**src/rtl/servant_ram_loader.sv**
```systemverilog
//------------------------------------------------------------------------------
// Module   : servant_ram_loader
// Brief    : Packs a little-endian byte stream into 32-bit Wishbone writes to the
//            servant RAM and holds the CPU in reset until the image is loaded.
//            Optional checksum stage enabled by SERVANT_LOADER_CHECKSUM_EN.
// Revision : 1.0 - initial release
//------------------------------------------------------------------------------
`default_nettype none

module servant_ram_loader #(
    parameter int depth      = 256,
    parameter int aw         = $clog2(depth),
    parameter int LOAD_WORDS = depth / 4,
    parameter int TIMEOUT    = 1000000
) (
    input  logic        i_wb_clk,
    input  logic        i_wb_rst,
    input  logic [7:0]  i_byte,
    input  logic        i_byte_valid,
    output logic        o_byte_ready,
    output logic [29:0] o_wb_adr,
    output logic [31:0] o_wb_dat,
    output logic [3:0]  o_wb_sel,
    output logic        o_wb_we,
    output logic        o_wb_cyc,
    input  logic        i_wb_ack,
    output logic        o_cpu_rst,
    output logic        o_done,
    output logic        o_err
);

    localparam int WW = $clog2(LOAD_WORDS + 1);
    localparam int IW = (TIMEOUT > 1) ? $clog2(TIMEOUT + 1) : 1;
    localparam logic [WW-1:0] LAST_WORD = WW'(LOAD_WORDS - 1);
    localparam logic [IW-1:0] IDLE_LAST = IW'((TIMEOUT > 0) ? TIMEOUT - 1 : 0);
    localparam bit TMO_EN = (TIMEOUT != 0);
`ifdef SERVANT_LOADER_CHECKSUM_EN
    localparam bit CKS = 1'b1;
`else
    localparam bit CKS = 1'b0;
`endif

    typedef enum logic [1:0] {
        S_COLLECT = 2'd0,
        S_WRITE   = 2'd1,
        S_DONE    = 2'd2,
        S_CKSUM   = 2'd3
    } state_t;

    state_t          state;
    logic [WW-1:0]   wcnt;
    logic [aw-3:0]   wadr;
    logic [1:0]      bidx;
    logic [31:0]     data;
    logic [31:0]     data_nxt;
    logic [3:0]      sel;
    logic [3:0]      sel_nxt;
    logic [IW-1:0]   idle;
    logic            seen;
    logic            tmo;
    logic            accept;
    logic            idle_hit;

    assign accept   = i_byte_valid & o_byte_ready;
    assign idle_hit = TMO_EN && seen && !accept && (idle == IDLE_LAST);
    assign wadr     = (aw-2)'(wcnt);

    always_comb begin
        data_nxt              = data;
        data_nxt[8*bidx +: 8] = i_byte;
        sel_nxt               = sel;
        sel_nxt[bidx]         = 1'b1;
    end

`ifdef SERVANT_LOADER_CHECKSUM_EN
    logic [7:0] sum;
`else
    assign o_err = 1'b0;
`endif

    always_ff @(posedge i_wb_clk) begin
        if (i_wb_rst) begin
            state        <= S_COLLECT;
            o_byte_ready <= 1'b0;
            o_wb_cyc     <= 1'b0;
            o_wb_we      <= 1'b0;
            o_wb_sel     <= 4'd0;
            o_wb_adr     <= 30'd0;
            o_wb_dat     <= 32'd0;
            o_cpu_rst    <= 1'b1;
            o_done       <= 1'b0;
            wcnt         <= '0;
            bidx         <= 2'd0;
            data         <= 32'd0;
            sel          <= 4'd0;
            idle         <= '0;
            seen         <= 1'b0;
            tmo          <= 1'b0;
`ifdef SERVANT_LOADER_CHECKSUM_EN
            sum          <= 8'd0;
            o_err        <= 1'b0;
`endif
        end else begin
            case (state)
                S_COLLECT: begin
                    o_byte_ready <= 1'b1;
                    if (accept) begin
                        data <= data_nxt;
                        sel  <= sel_nxt;
                        bidx <= bidx + 2'd1;
                        seen <= 1'b1;
                        idle <= '0;
`ifdef SERVANT_LOADER_CHECKSUM_EN
                        sum  <= sum + i_byte;
`endif
                        if (bidx == 2'd3) begin
                            state        <= S_WRITE;
                            o_byte_ready <= 1'b0;
                            o_wb_cyc     <= 1'b1;
                            o_wb_we      <= 1'b1;
                            o_wb_adr     <= 30'(wadr);
                            o_wb_dat     <= data_nxt;
                            o_wb_sel     <= sel_nxt;
                        end
                    end else if (idle_hit) begin
                        if (bidx != 2'd0) begin
                            // Flush the partial word with only the received lanes enabled
                            state        <= S_WRITE;
                            tmo          <= 1'b1;
                            o_byte_ready <= 1'b0;
                            o_wb_cyc     <= 1'b1;
                            o_wb_we      <= 1'b1;
                            o_wb_adr     <= 30'(wadr);
                            o_wb_dat     <= data;
                            o_wb_sel     <= sel;
                        end else begin
                            state        <= CKS ? S_CKSUM : S_DONE;
                            o_byte_ready <= CKS;
                            o_done       <= !CKS;
                            o_cpu_rst    <= CKS;
                            idle         <= '0;
                        end
                    end else if (TMO_EN && seen) begin
                        idle <= idle + 1'b1;
                    end
                end

                S_WRITE: begin
                    if (i_wb_ack) begin
                        o_wb_cyc <= 1'b0;
                        o_wb_we  <= 1'b0;
                        o_wb_sel <= 4'd0;
                        wcnt     <= wcnt + 1'b1;
                        bidx     <= 2'd0;
                        sel      <= 4'd0;
                        data     <= 32'd0;
                        if (wcnt == LAST_WORD || tmo) begin
                            state        <= CKS ? S_CKSUM : S_DONE;
                            o_byte_ready <= CKS;
                            o_done       <= !CKS;
                            o_cpu_rst    <= CKS;
                            idle         <= '0;
                        end else begin
                            state        <= S_COLLECT;
                            o_byte_ready <= 1'b1;
                        end
                    end
                end

`ifdef SERVANT_LOADER_CHECKSUM_EN
                S_CKSUM: begin
                    // A bad checksum or a missing one keeps the CPU parked in reset
                    if (accept || idle_hit) begin
                        state        <= S_DONE;
                        o_byte_ready <= 1'b0;
                        o_done       <= 1'b1;
                        o_err        <= !accept || (i_byte != sum);
                        o_cpu_rst    <= !accept || (i_byte != sum);
                    end else if (TMO_EN) begin
                        idle <= idle + 1'b1;
                    end
                end
`endif

                default: ;
            endcase
        end
    end

endmodule

`default_nettype wire

```
**config.mk**
```make
export PLATFORM = sky130hd
export DESIGN_NAME = servant_ram_loader
export DESIGN_NICKNAME = d
export VERILOG_FILES = /design/src/rtl/servant_ram_loader.sv
export SDC_FILE = /design/constraint.sdc
export NUM_CORES = 1
export LEC_CHECK = 0
export ABC_AREA = 1
export CAP_MARGIN = 10
export CORE_ASPECT_RATIO = 0.8
export CORE_MARGIN = 2
export CORE_UTILIZATION = 51
export CTS_BUF_LIST = sky130_fd_sc_hd__clkbuf_2
export DETAILED_ROUTE_END_ITERATION = 10
export GPL_ROUTABILITY_DRIVEN = 0
export PLACE_DENSITY = 0.89
export SYNTH_ARGS = -nofsm -noshare
export SYNTH_HDL_FRONTEND = slang
export SYNTH_SLANG_ARGS = --single-unit
```
**constraint.sdc**
```tcl
create_clock -name i_wb_clk -period 1.7 [get_ports i_wb_clk]
set_input_delay 0.34 -clock i_wb_clk [delete_from_list [all_inputs] [get_ports i_wb_clk]]
set_output_delay 0.34 -clock i_wb_clk [all_outputs]
set_load 0.005 [all_outputs]
```
==> qor.csv <==
stage,metric,value,unit
floorplanning,initial_core_util,52.2,%
yosys,ys_seq_elements,115,
routing,route.detailed.drc,0,
timing,rsz0062_at_grt,yes,
timing,max_freq,582,MHz
power,peakVddDrop,404,uV
grt,antenna_found_initial,1,
flow_run,drv_cap,0,
setup_path,crit_path_end_kind,flip-flop,
finish,final_common_cell,nand2_1,
clocking,numCtsBuffers,17,
clocking,clk_path_buf_depth,2,
yosys,synth.area.top_cells,"dfxtp_1 (38%), nand2_1 (12%), a21oi_1 (8.4%)",
routing,antenna_left,0,
routing,drtPass1Iterations,6,
timing,period_share,101,%
power,power.density,642,mW/mm^2
timing,timing.final.ws_setup,-0.0172,ns
timing,setup_viol,3,
timing,holdWs,0.124,ns
floorplanning,fp-row-count,35,
hold_path,hp-class,input pin to flip-flop,
routing,wirelength,17800,um
floorplanning,pin_count,84,
clocking,cts_tree,yes,
timing,drv_slew,0,
floorplanning,core,0.0115,mm^2
timing,hold_violations,0,
yosys,netlist_area,0.00599,mm^2
finish,final_cell_mix,"nand2_1 (193), a21oi_1 (96), inv_1 (91), nor2_1 (90), buf_4 (74)",
yosys,yosysTopAreaCell,dfxtp_1,
yosys,synth_cell_types,38,
hold_path,hold_depth,3,
yosys,synth_edf_count,0,
yosys,seq_area_frac_synth,38.4,%
grt,grt_pass1_vias,5485,
timing,fin_crit,1.72,ns
floorplanning,die_h,101,um
routing,drt_iter0_markers,789,
status,violations,setup timing,
routing,wl_per_cell,15.2,um
yosys,synth_top_area_share,38.4,%
status,status,finished with violations,
grt,grt_max_degree,55,
yosys,synth_ff_type,dfxtp_1,
setup_path,start_kind,flip-flop,
clocking,clk_pin_slew,0.18,ns
yosys,avgSynthCellArea,6.72,um^2
clocking,clkLatencyLatePin,0.69,ns
finish,num-fill-cells,848,
setup_path,crit_fanout,10,
floorplanning,die_w,125,um
clocking,cts.sinks,115,
floorplanning,dieArea,0.0126,mm^2
setup_path,ff2ff_path_depth,8,
finish,finalNetCount,1031,
clocking,htree_num_levels,4,
timing,clock_skew,0.0406,ns
yosys,ys_warn_count,0,
placed_design,place_hpwl,11100,um
clocking,clockRootBuffer,clkbuf_2,
routing,dr_total_vias,6477,
placed_design,pre_cts_ws,-0.364,ns
grt,grt_overflow,0,
finish,drive_above_1_share,25.8,%
setup_path,crit_required,2.29,ns
finish,areaGrowthSynthToFinish,29.5,%
power,p_leak,3.16,nW
yosys,syn_inst,891,
yosys,async_flop_share,0,%
grt,gr-usage-all-layers,25.8,%
placed_design,port_buffers,58,
grt,grt_pass1_wl,26500,um
setup_path,crit_type,flip-flop to flip-flop,
routing,via_per_inst,5.55,
setup_path,arrival,2.31,ns
through the flow:
step                      area, um^2  cells  total power [mW]  setup TNS (ns)  util [%]
after floorplan                 6090    915              3.19               0         -
after global placement          7110   1128              3.39          -18.31      62.0
after detailed placement        7110   1128              3.40          -25.40      62.0
after CTS                       7360   1163              4.85               0      64.2
after global routing            7760   1168              5.17           -1.03      67.6
final                           7760   1168              4.98         -0.0391      67.6
cell families (layout without fill, tap and decap cells):
family	Yosys count	count (layout)	share of synthesized area, %
xor gates and xnor gates	3	3	0.439
buffers and inverters	175	279	13.6
other	1	26	0.0626
and+or+nand+nor	359	359	25.0
AOI/OAI and AO/OA	228	228	20.4
adders and majority gates	10	10	2.09
DFF	115	115	38.4
power breakdown:
group / switching (mW) / internal, mW / leakage [nW] / total, mW
Sequential: 0.0225 / 2.72 / 0.958 / 2.75
Combinational: 0.448 / 0.282 / 2.09 / 0.730
Clock: 1.01 / 0.493 / 0.115 / 1.51
critical path: stages (launching register included):
cell	delay (ns)
dfxtp_2	0.37
buf_4	0.18
ha_1	0.22
nand2_1	0.17
nand2_2	0.10
buf_4	0.18
buf_4	0.16
a21oi_1	0.17
nor2_1	0.08
flip-flops by register name, summed over array words and instances (netlist names):
register and flops:
idle 20, wcnt 7, o_wb_sel 4, state 2
o_wb_cyc 1, o_wb_dat 32, o_wb_adr 6, o_cpu_rst 1
tmo 1, o_byte_ready 1, data 32, sel 4
seen 1, o_done 1, bidx 2
cell usage after synthesis (2+ instances only):
library cell,n
dfxtp_1,115
ha_1,10
nand3_2,2
inv_1,99
buf_2,11
xnor2_1,2
nand3b_1,2
nand2_2,5
nand3_1,32
buf_6,4
a21oi_2,4
clkbuf_1,23
nand4_1,7
o21ai_0,80
inv_2,6
nand2_1,198
nor2_1,98
o22ai_1,32
o21ai_1,6
a21oi_1,100
buf_4,31
nor2_2,8
routing by layer:
metal	global-route usage, %	wire length [um]	share of wire [%]
met2	39.8	7820	44
met5	0	0	0
met4	7.69	552	3.1
met1	36.2	7480	42
met3	6.00	1940	11
worst paths after layout:
check,start,endpoint,slack [ns]
setup / recovery,bidx[0]$_SDFFE_PP0P_,o_wb_dat[25]$_SDFFE_PP0P_,-0.02
hold / removal,i_wb_rst,idle[17]$_SDFFE_PP0P_,0.12
setup reg to reg,bidx[0]$_SDFFE_PP0P_,o_wb_dat[25]$_SDFFE_PP0P_,-0.02
hold reg to reg,o_done$_SDFFE_PP0P_,o_done$_SDFFE_PP0P_,0.46
final cells by class:
type	count	area, um^2	share of cell area, %
multi-input cells	625	3290	42.4
flip-flops and latches	115	2380	30.7
repair buffers	145	1330	17.1
inverters	105	402	5.18
well taps	148	185	2.39
clock buffers	20	100	1.29
clock inverters	9	67.6	0.871
diodes	1	2.50	0.0323
what timing repair did:
action | 4_1_cts | 5_1_grt
resized for setup | 106 | 104
pin swaps | 0 | 10
buffers inserted | 6 | 3
hold buffers | 0 | 0
cloned | 0 | 2
setup endpoints to repair | 95 | 77
No activity file was read; power rests on OpenSTA's default activity.
